File: src/rtl/rr_mux_pkg.sv
// Shared definitions for the round-robin mux arbiter: state encoding, requester
// count, default hold limit and the round-robin winner search.
package rr_mux_pkg;

    localparam int NUM_REQ      = 4;
    localparam int MAX_HOLD_DEF = 4;

    typedef enum logic {
        IDLE  = 1'b0,
        GRANT = 1'b1
    } state_t;

    // Returns the first set bit of req found scanning from ptr+1 upward, wrapping 3->0.
    function automatic logic [1:0] rr_pick(input logic [NUM_REQ-1:0] req,
                                           input logic [1:0]         ptr);
        logic [1:0] idx;
        logic [1:0] win;
        logic       found;
        win   = ptr;
        found = 1'b0;
        for (int i = 1; i <= NUM_REQ; i++) begin
            idx = ptr + 2'(i);
            if (!found && req[idx]) begin
                win   = idx;
                found = 1'b1;
            end
        end
        return win;
    endfunction

    function automatic logic [NUM_REQ-1:0] onehot(input logic [1:0] idx);
        logic [NUM_REQ-1:0] v;
        v = NUM_REQ'(1) << idx;
        return v;
    endfunction

endpackage

File: src/rtl/rr_mux_arbiter_mux.sv
// Shared 4:1 single-bit data mux.
module rr_mux_arbiter_mux (
    output logic       z,
    input  logic [3:0] a,
    input  logic [1:0] s
);

    assign z = a[s];

endmodule

File: src/rtl/rr_mux_arbiter.sv
// Round-robin arbiter with a bounded hold time, steering four requesters'
// data bits through one shared mux and registering the selected bit.
module rr_mux_arbiter
    import rr_mux_pkg::*;
#(
    parameter int MAX_HOLD = MAX_HOLD_DEF
) (
    input  logic       clk,
    input  logic       rst,
    input  logic [3:0] req,
    input  logic [3:0] a,
    output logic [3:0] gnt,
    output logic [1:0] s,
    output logic       busy,
    output logic       z,
    output logic       z_valid
);

    localparam logic [3:0] HOLD_LAST = 4'(MAX_HOLD - 1);

    state_t             state_p0, nxt_state;
    logic [NUM_REQ-1:0] gnt_p0, nxt_gnt;
    logic [1:0]         s_p0, nxt_s;
    logic [1:0]         ptr_p0, nxt_ptr;
    logic [3:0]         hold_p0, nxt_hold;
    logic               z_p1;
    logic               vld_p1;
    logic               mux_out;
    logic [NUM_REQ-1:0] others;
    logic [1:0]         win;

    always_comb begin
        nxt_state = state_p0;
        nxt_gnt   = gnt_p0;
        nxt_s     = s_p0;
        nxt_ptr   = ptr_p0;
        nxt_hold  = hold_p0;
        others    = req & ~gnt_p0;
        win       = rr_pick(others, ptr_p0);

        case (state_p0)
            IDLE: begin
                if (req != '0) begin
                    win       = rr_pick(req, ptr_p0);
                    nxt_state = GRANT;
                    nxt_gnt   = onehot(win);
                    nxt_s     = win;
                    nxt_ptr   = win;
                    nxt_hold  = '0;
                end
            end
            GRANT: begin
                if (!req[s_p0] || hold_p0 == HOLD_LAST) begin
                    nxt_hold = '0;
                    if (others != '0) begin
                        nxt_gnt = onehot(win);
                        nxt_s   = win;
                        nxt_ptr = win;
                    end else if (!req[s_p0]) begin
                        // Owner gone and nobody waiting: release; s keeps the last owner.
                        nxt_state = IDLE;
                        nxt_gnt   = '0;
                    end
                end else begin
                    nxt_hold = hold_p0 + 4'd1;
                end
            end
            default: begin
                nxt_state = IDLE;
                nxt_gnt   = '0;
            end
        endcase
    end

    // Stage p0: arbitration state and grant registers
    always_ff @(posedge clk) begin
        if (rst) begin
            state_p0 <= IDLE;
            gnt_p0   <= '0;
            s_p0     <= 2'd0;
            ptr_p0   <= 2'd3;
            hold_p0  <= '0;
        end else begin
            state_p0 <= nxt_state;
            gnt_p0   <= nxt_gnt;
            s_p0     <= nxt_s;
            ptr_p0   <= nxt_ptr;
            hold_p0  <= nxt_hold;
        end
    end

    rr_mux_arbiter_mux u_mux (
        .z (mux_out),
        .a (a),
        .s (s_p0)
    );

    // Stage p1: registered mux output; z only moves on granted cycles
    always_ff @(posedge clk) begin
        if (rst) begin
            z_p1   <= 1'b0;
            vld_p1 <= 1'b0;
        end else begin
            vld_p1 <= (state_p0 == GRANT);
            if (state_p0 == GRANT) begin
                z_p1 <= mux_out;
            end
        end
    end

    assign gnt     = gnt_p0;
    assign s       = s_p0;
    assign busy    = (state_p0 == GRANT);
    assign z       = z_p1;
    assign z_valid = vld_p1;

endmodule
File: config.mk
export PLATFORM = sky130hd
export DESIGN_NAME = rr_mux_arbiter
export DESIGN_NICKNAME = d
export VERILOG_FILES = /design/src/rtl/rr_mux_pkg.sv /design/src/rtl/rr_mux_arbiter_mux.sv /design/src/rtl/rr_mux_arbiter.sv
export SDC_FILE = /design/constraint.sdc
export NUM_CORES = 1
export LEC_CHECK = 0
export ABC_AREA = 1
export CAP_MARGIN = 20
export CORE_MARGIN = 2
export CORE_UTILIZATION = 50
export DETAILED_ROUTE_END_ITERATION = 16
export PLACE_DENSITY = 0.83
export SLEW_MARGIN = 40
export SYNTH_ARGS = -nofsm -noshare
export SYNTH_HDL_FRONTEND = slang
export SYNTH_SLANG_ARGS = --single-unit
File: constraint.sdc
create_clock -name clk -period 2.1 [get_ports clk]
set_clock_uncertainty 0.15 [all_clocks]
set_input_delay 0.21 -clock clk [delete_from_list [all_inputs] [get_ports clk]]
set_output_delay 0.21 -clock clk [all_outputs]
set_load 0.02 [all_outputs]
Word-level counts from Yosys, hierarchy flattened
Cells that the tools add are included.
{"block": "totals", "regBits": 15, "elab_cells": 103, "in_bits": 10}
{"block": "classes", "n_eq_ne": 5, "bitwise": 3, "muxes": 59, "order_cmp": 5, "addsub": 4, "reduce_logical": 18, "shift": 2}
{"op": "$mux W1", "n": 26}
{"op": "$mux W2", "n": 13}
{"op": "$mux W4", "n": 6}
{"op": "$bmux W1 S2", "n": 10}
{"op": "$pmux W4 S2", "n": 2}
{"op": "$lt A2 B3 Y1 const B", "n": 5}
{"op": "$reduce_bool A4 Y1", "n": 2}
{"op": "$shl A1 B2 Y4 const A", "n": 2}
{"op": "$logic_not A1 Y1", "n": 7}
{"op": "$logic_and A1 B1 Y1", "n": 6}
{"op": "$reduce_and A3 Y1", "n": 2}
{"op": "$add A2 B2 Y2 const B", "n": 2}
{"op": "$add A4 B1 Y4 const B", "n": 1}
{"op": "$and A4 B4 Y4", "n": 1}
{"op": "$eq A4 B2 Y1 const B", "n": 1}
{"op": "$ne A2 B1 Y1 const B", "n": 2}
{"op": "$not A4 Y4", "n": 1}
{"op": "$pmux W2 S2", "n": 1}
{"op": "$ne A3 B2 Y1 const B", "n": 1}
{"op": "$add A2 B1 Y2 const B", "n": 1}
{"op": "$ne A2 B2 Y1 const B", "n": 1}
{"op": "$pmux W1 S2", "n": 1}
{"op": "$logic_or A1 B1 Y1", "n": 1}
{"op": "$not A1 Y1", "n": 1}

Logic depth before layout (Yosys ltp)
{"block": "logic_depth", "depth_word": 24, "ltp_mapped": 14, "depth_no_buf": 14}

Modules after synthesis
From an unflattened synthesis, not the netlist that was laid out.
{"block": "hier_totals", "hier_cells": 207, "hier_area_um2": 1313.8}
{"module": "rr_mux_arbiter", "cells_per_inst": 194, "area_per_inst_um2": 1262.5, "instances": 1, "seq_area_each_um2": 300.3}
{"module": "rr_mux_arbiter_mux", "cells_per_inst": 13, "area_per_inst_um2": 51.3, "instances": 1, "seq_area_each_um2": 0.0}

Worst setup path before layout
No wires, ideal clock.
{"block": "synth_timing", "kind": "reg-to-reg", "startpoint": "reg s_p0[1] (netlist: s[1])", "endpoint": "reg ptr_p0[1]", "setup_time_ns": 0.115, "setup_slack_ns": 0.325, "period_less_slack_ns": 1.775, "arrival_time_ns": 1.510, "path_stages_with_launch": 12, "n_path_buf": 0, "path_cell_list": "dfxtp_1 -> inv_1 -> a21oi_1 -> o21ai_1 -> nand2_1 -> nor2_1 -> nand2_1 -> nand2_1 -> nor2_1 -> inv_1 -> a21oi_1 -> nand2_1"}
{"block": "synth_via", "elab_chain_len": 6}
{"item": "start, declared", "line": "rr_mux_arbiter.sv:23", "text": "logic [1:0] s_p0, nxt_s;"}
{"item": "start signal, assigned", "line": "rr_mux_arbiter.sv:86", "text": "s_p0 <= nxt_s;"}
{"item": "$bmux W1 S2", "line": "rr_mux_arbiter.sv:53", "text": "if (!req[s_p0] || hold_p0 == HOLD_LAST) begin"}
{"item": "$mux W1 (implied by the code)", "line": "rr_mux_arbiter.sv:53"}
{"item": "$logic_not A1 Y1"}
{"item": "$logic_or A1 B1 Y1", "line": "rr_mux_arbiter.sv:53"}
{"item": "$ne A2 B1 Y1 (no source line)"}
{"item": "$reduce_and A3 Y1 (no source line)"}
{"item": "end signal, assigned", "line": "rr_mux_arbiter.sv:87", "text": "ptr_p0 <= nxt_ptr;"}
{"item": "end, declared", "line": "rr_mux_arbiter.sv:24", "text": "logic [1:0] ptr_p0, nxt_ptr;"}
Every way passes these cells. The select of a mux whose other input is x is not followed.
A chain may end at the register's enable or synchronous reset.

Worst setup path after layout
{"block": "layout_timing", "startpoint": "in req[3]", "endpoint": "reg ptr_p0[1]"}
{"block": "layout_via", "elab_chain_len": 22, "elab_cells_between_ends": 65}
{"item": "start, declared", "line": "rr_mux_arbiter.sv:10", "text": "input logic [3:0] req,"}
{"item": "$bmux W1 S2", "line": "rr_mux_pkg.sv:23", "text": "if (!found && req[idx]) begin"}
{"item": "$mux W1 (implied by the code)", "line": "rr_mux_pkg.sv:23"}
{"item": "$mux W1", "line": "rr_mux_pkg.sv:23"}
{"item": "$mux W1", "line": "rr_mux_arbiter.sv:43", "text": "if (req != '0) begin"}
{"item": "$mux W1", "line": "rr_mux_arbiter.sv:41", "text": "case (state_p0)"}
{"item": "$logic_not A1 Y1", "line": "rr_mux_pkg.sv:23"}
{"item": "$logic_and A1 B1 Y1", "line": "rr_mux_pkg.sv:23"}
{"item": "$mux W1", "line": "rr_mux_pkg.sv:23"}
{"item": "[... 6 more ...]"}
{"item": "$mux W1", "line": "rr_mux_arbiter.sv:41"}
{"item": "$logic_not A1 Y1", "line": "rr_mux_pkg.sv:23"}
{"item": "$logic_and A1 B1 Y1", "line": "rr_mux_pkg.sv:23"}
{"item": "$mux W2", "line": "rr_mux_pkg.sv:23"}
{"item": "$mux W2", "line": "rr_mux_arbiter.sv:43"}
{"item": "$mux W2", "line": "rr_mux_arbiter.sv:41"}
{"item": "$mux W2", "line": "rr_mux_arbiter.sv:43"}
{"item": "$pmux W2 S2", "line": "rr_mux_arbiter.sv:41"}
Parallel ways exist; a longest one is shown, timed or not. The select of a mux whose other input is x is not followed.

==> run_results.csv <==
group,metric,value,unit
route,route.detailed.drc,0,
timing,finalWorstSetupSlack,0.230,ns
finish,multi_input_area,831,µm²
clock_tree,clkSlewWorstSetupHoldPaths,0.09,ns
critical_path,critPathRequiredTime,2.15,ns
critical_path,cp_max_fo,6,
placement,post-place-ws,-0.0471,ns
clock_tree,htree_levels,1,
floorplan,rows,18,
synthesis,avgSynthCellArea,6.11,µm²
synthesis,synth_edf_count,0,
timing,max-slew-margin-rel,80.2,%
placement,numPortBuffers,18,
floorplan,core-area,2430,µm²
route,drtAntennaViolNets,0,
clock_tree,ctsHoldBuffers,0,
synthesis,synth_top_area_share,23.6,%
clock_tree,insertion_delay,0.30,ns
route,route.met2.wl,1.42,mm
hold_path,hp-class,"reg -> reg",
timing,grt_setup_unrepaired,"false",
placement,dpl.cell_count,261,
route,drt-pass1-iter-count,4,
finish,drive_gt1_share,18.7,%
timing,hold_violations,0,
pwr,seq_power_share,18.8,%
synthesis,yosysMostFrequentCell,"nand2_1",
synthesis,netlist_top_cells_area,"dfxtp_1, nand2_1, nand3_1, inv_1, nand3_2",
pwr,power_switching_share,55.6,%
critical_path,crit_arrival,1.92,ns
finish,seq_area,300,µm²
floorplan,die-area,2960,µm²
route,vias,1388,
timing,tightest_slew,0.296,ns
route,met3_length,105,µm
global_routing,overflow,0,
synthesis,synth_cell_types,26,
placement,place_congestion,0.850,
pwr,power_density,1630,nW/µm²
clock_tree,cts.sinks,15,
synthesis,syn_nets,219,
placement,hpwl,2.38,mm
pwr,switchingPower,1400,µW
floorplan,start_util,52.3,%
finish,final_nets,247,
floorplan,die_h,54.4,µm
pwr,p_int,1120,µW
route,drt_iter0_markers,40,
synthesis,async_flop_share,0,%
synthesis,ys_warn_count,0,
clock_tree,post_cts_buffers,0,
route,vias_per_cell,5.24,
clock_tree,cts_buffers,3,
finish,antenna_cells,0,
floorplan,io_pins,19,
synthesis,synthesis.area,1270,µm²
pwr,power.leakage,0.000772,µW
status,status,"completed",
route,wl_met1,1.37,mm
pwr,finalPower,2520,µW
global_routing,antenna_found_initial,0,
global_routing,grt_first_pass_wirelength,4.75,mm
finish,final_cells,265,
synthesis,synth_sequential_area_ratio,23.6,%
route,wl_per_cell,11.2,µm
timing,fin_hold_ws,0.317,ns
floorplan,dieWidth,54.4,µm
critical_path,path_class,"in -> reg",
critical_path,regToRegSetupSlack,0.24,ns
route,wl,2.96,mm
synthesis,yosys.area.top_type,"dfxtp_1",
global_routing,grt_pass1_vias,1216,
timing,slew_violations,0,
clock_tree,cts_resized,0,
timing,setup_viol,0,
synthesis,ys_ff_latch,15,
global_routing,grt_use_total,22.1,%
critical_path,crit_path_end_kind,"flip-flop",
timing,post-route-period-util,89.0,%
synthesis,synthCells,208,
job,drv_cap,0,
timing,finalCriticalPeriod,1.87,ns
timing,setup_tns,0,ns
timing,fmax,0.535,GHz
synthesis,synth.cells.most_frequent,"nand2_1, nand3_1, inv_1, nor2_1, dfxtp_1",
critical_path,start_kind,"input port",
synthesis,synth_ff_type,"dfxtp_1",
route,top_layer,"met4",
finish,nFillCells,247,
clock_tree,root_buffer,"clkbuf_4",
pwr,ir_worst_vdd,0.000980,V
clock_tree,ctsLongestPathBuffers,2,
pwr,pwr-share-clk,6.7,%
pwr,comb_power_share,74.6,%
global_routing,grt_max_degree,16,
finish,syn2layout_area_growth,21.9,%
clock_tree,cts_tree,"done",
-- layer usage --
metal | track usage [%] | vias up
met5 | 0 | -
li1 | - | 728
met4 | 8.75 | 0
met2 | 40.8 | 29
met3 | 2.46 | 5
met1 | 25.6 | 626
-- cell families after synthesis --
family,Yosys count,synth area share [%]
compound gates,26,12.2
xor+xnor,1,0.689
fa+ha+maj,1,0.984
buf+inv,33,11.0
flops,15,23.6
simple gates,132,51.5
-- metrics by stage --
stage          util, %  cell area, µm²
3_3_place_gp      62.6            1520
3_5_place_dp      62.6            1520
6_report          63.7            1550
4_1_cts           63.7            1550
5_1_grt           63.7            1550
2_1_floorplan        -            1270
-- worst max-delay path, cell delays in order --
cell,delay [ns]
clkdlybuf4s50_1,0.52
a21oi_1,0.18
o21ai_1,0.07
nand2_1,0.09
nor2_1,0.06
nand2_1,0.08
nand2_1,0.10
nor2_1,0.26
inv_1,0.13
a21oi_1,0.16
nand2_1,0.06
-- flip-flops by register name, indices dropped and copies added (netlist names) --
name / flops
z_valid: 1
z: 1
s: 2
ptr_p0: 2
gnt: 4
hold_p0: 4
busy: 1
-- power groups by stage --
stage | Clock (µW) | Combinational [µW] | Sequential (µW)
final | 169 | 1880 | 473
after global routing | 183 | 2110 | 490
after CTS | 174 | 1890 | 474
after detailed placement | 0 | 1880 | 479
after global placement | 0 | 1850 | 480
after floorplan | 0 | 1380 | 551
-- cell usage in the layout (no fill, tap or decap), drive strengths merged --
cell	Yosys	routed
clkdlybuf4s50	0	18
o2111ai	1	1
o21ai	8	8
o22ai	1	1
a31oi	1	1
clkinv	1	2
a22oi	1	1
o211ai	1	1
nand2	71	71
a21oi	12	12
a211oi	1	1
xor2	1	1
nand3	37	37
dfxtp	15	15
inv	29	29
clkbuf	1	3
nand4	3	3
ha	1	1
buf	2	8
nor2	21	21
-- final timing paths --
check	startpoint	end	cells past startpoint
max	req[3]	ptr_p0[1]$_SDFFE_PP1P_	11
min reg2reg	hold_p0[3]$_SDFFE_PP0P_	hold_p0[3]$_SDFFE_PP0P_	2
min	hold_p0[3]$_SDFFE_PP0P_	hold_p0[3]$_SDFFE_PP0P_	2
max reg2reg	s[0]$_SDFFE_PP0P_	ptr_p0[1]$_SDFFE_PP1P_	10
-- final cells by class --
| cell class | instances | share of cell area (%) |
|---|---|---|
| clock buffer | 3 | 1.45 |
| timing repair buffer | 26 | 15.5 |
| clock inverter | 1 | 0.323 |
| sequential | 15 | 19.4 |
| tap | 30 | 2.42 |
| inverter | 30 | 7.34 |
| multi-input combinational | 160 | 53.6 |
No activity file was read; power rests on OpenSTA's default activity.
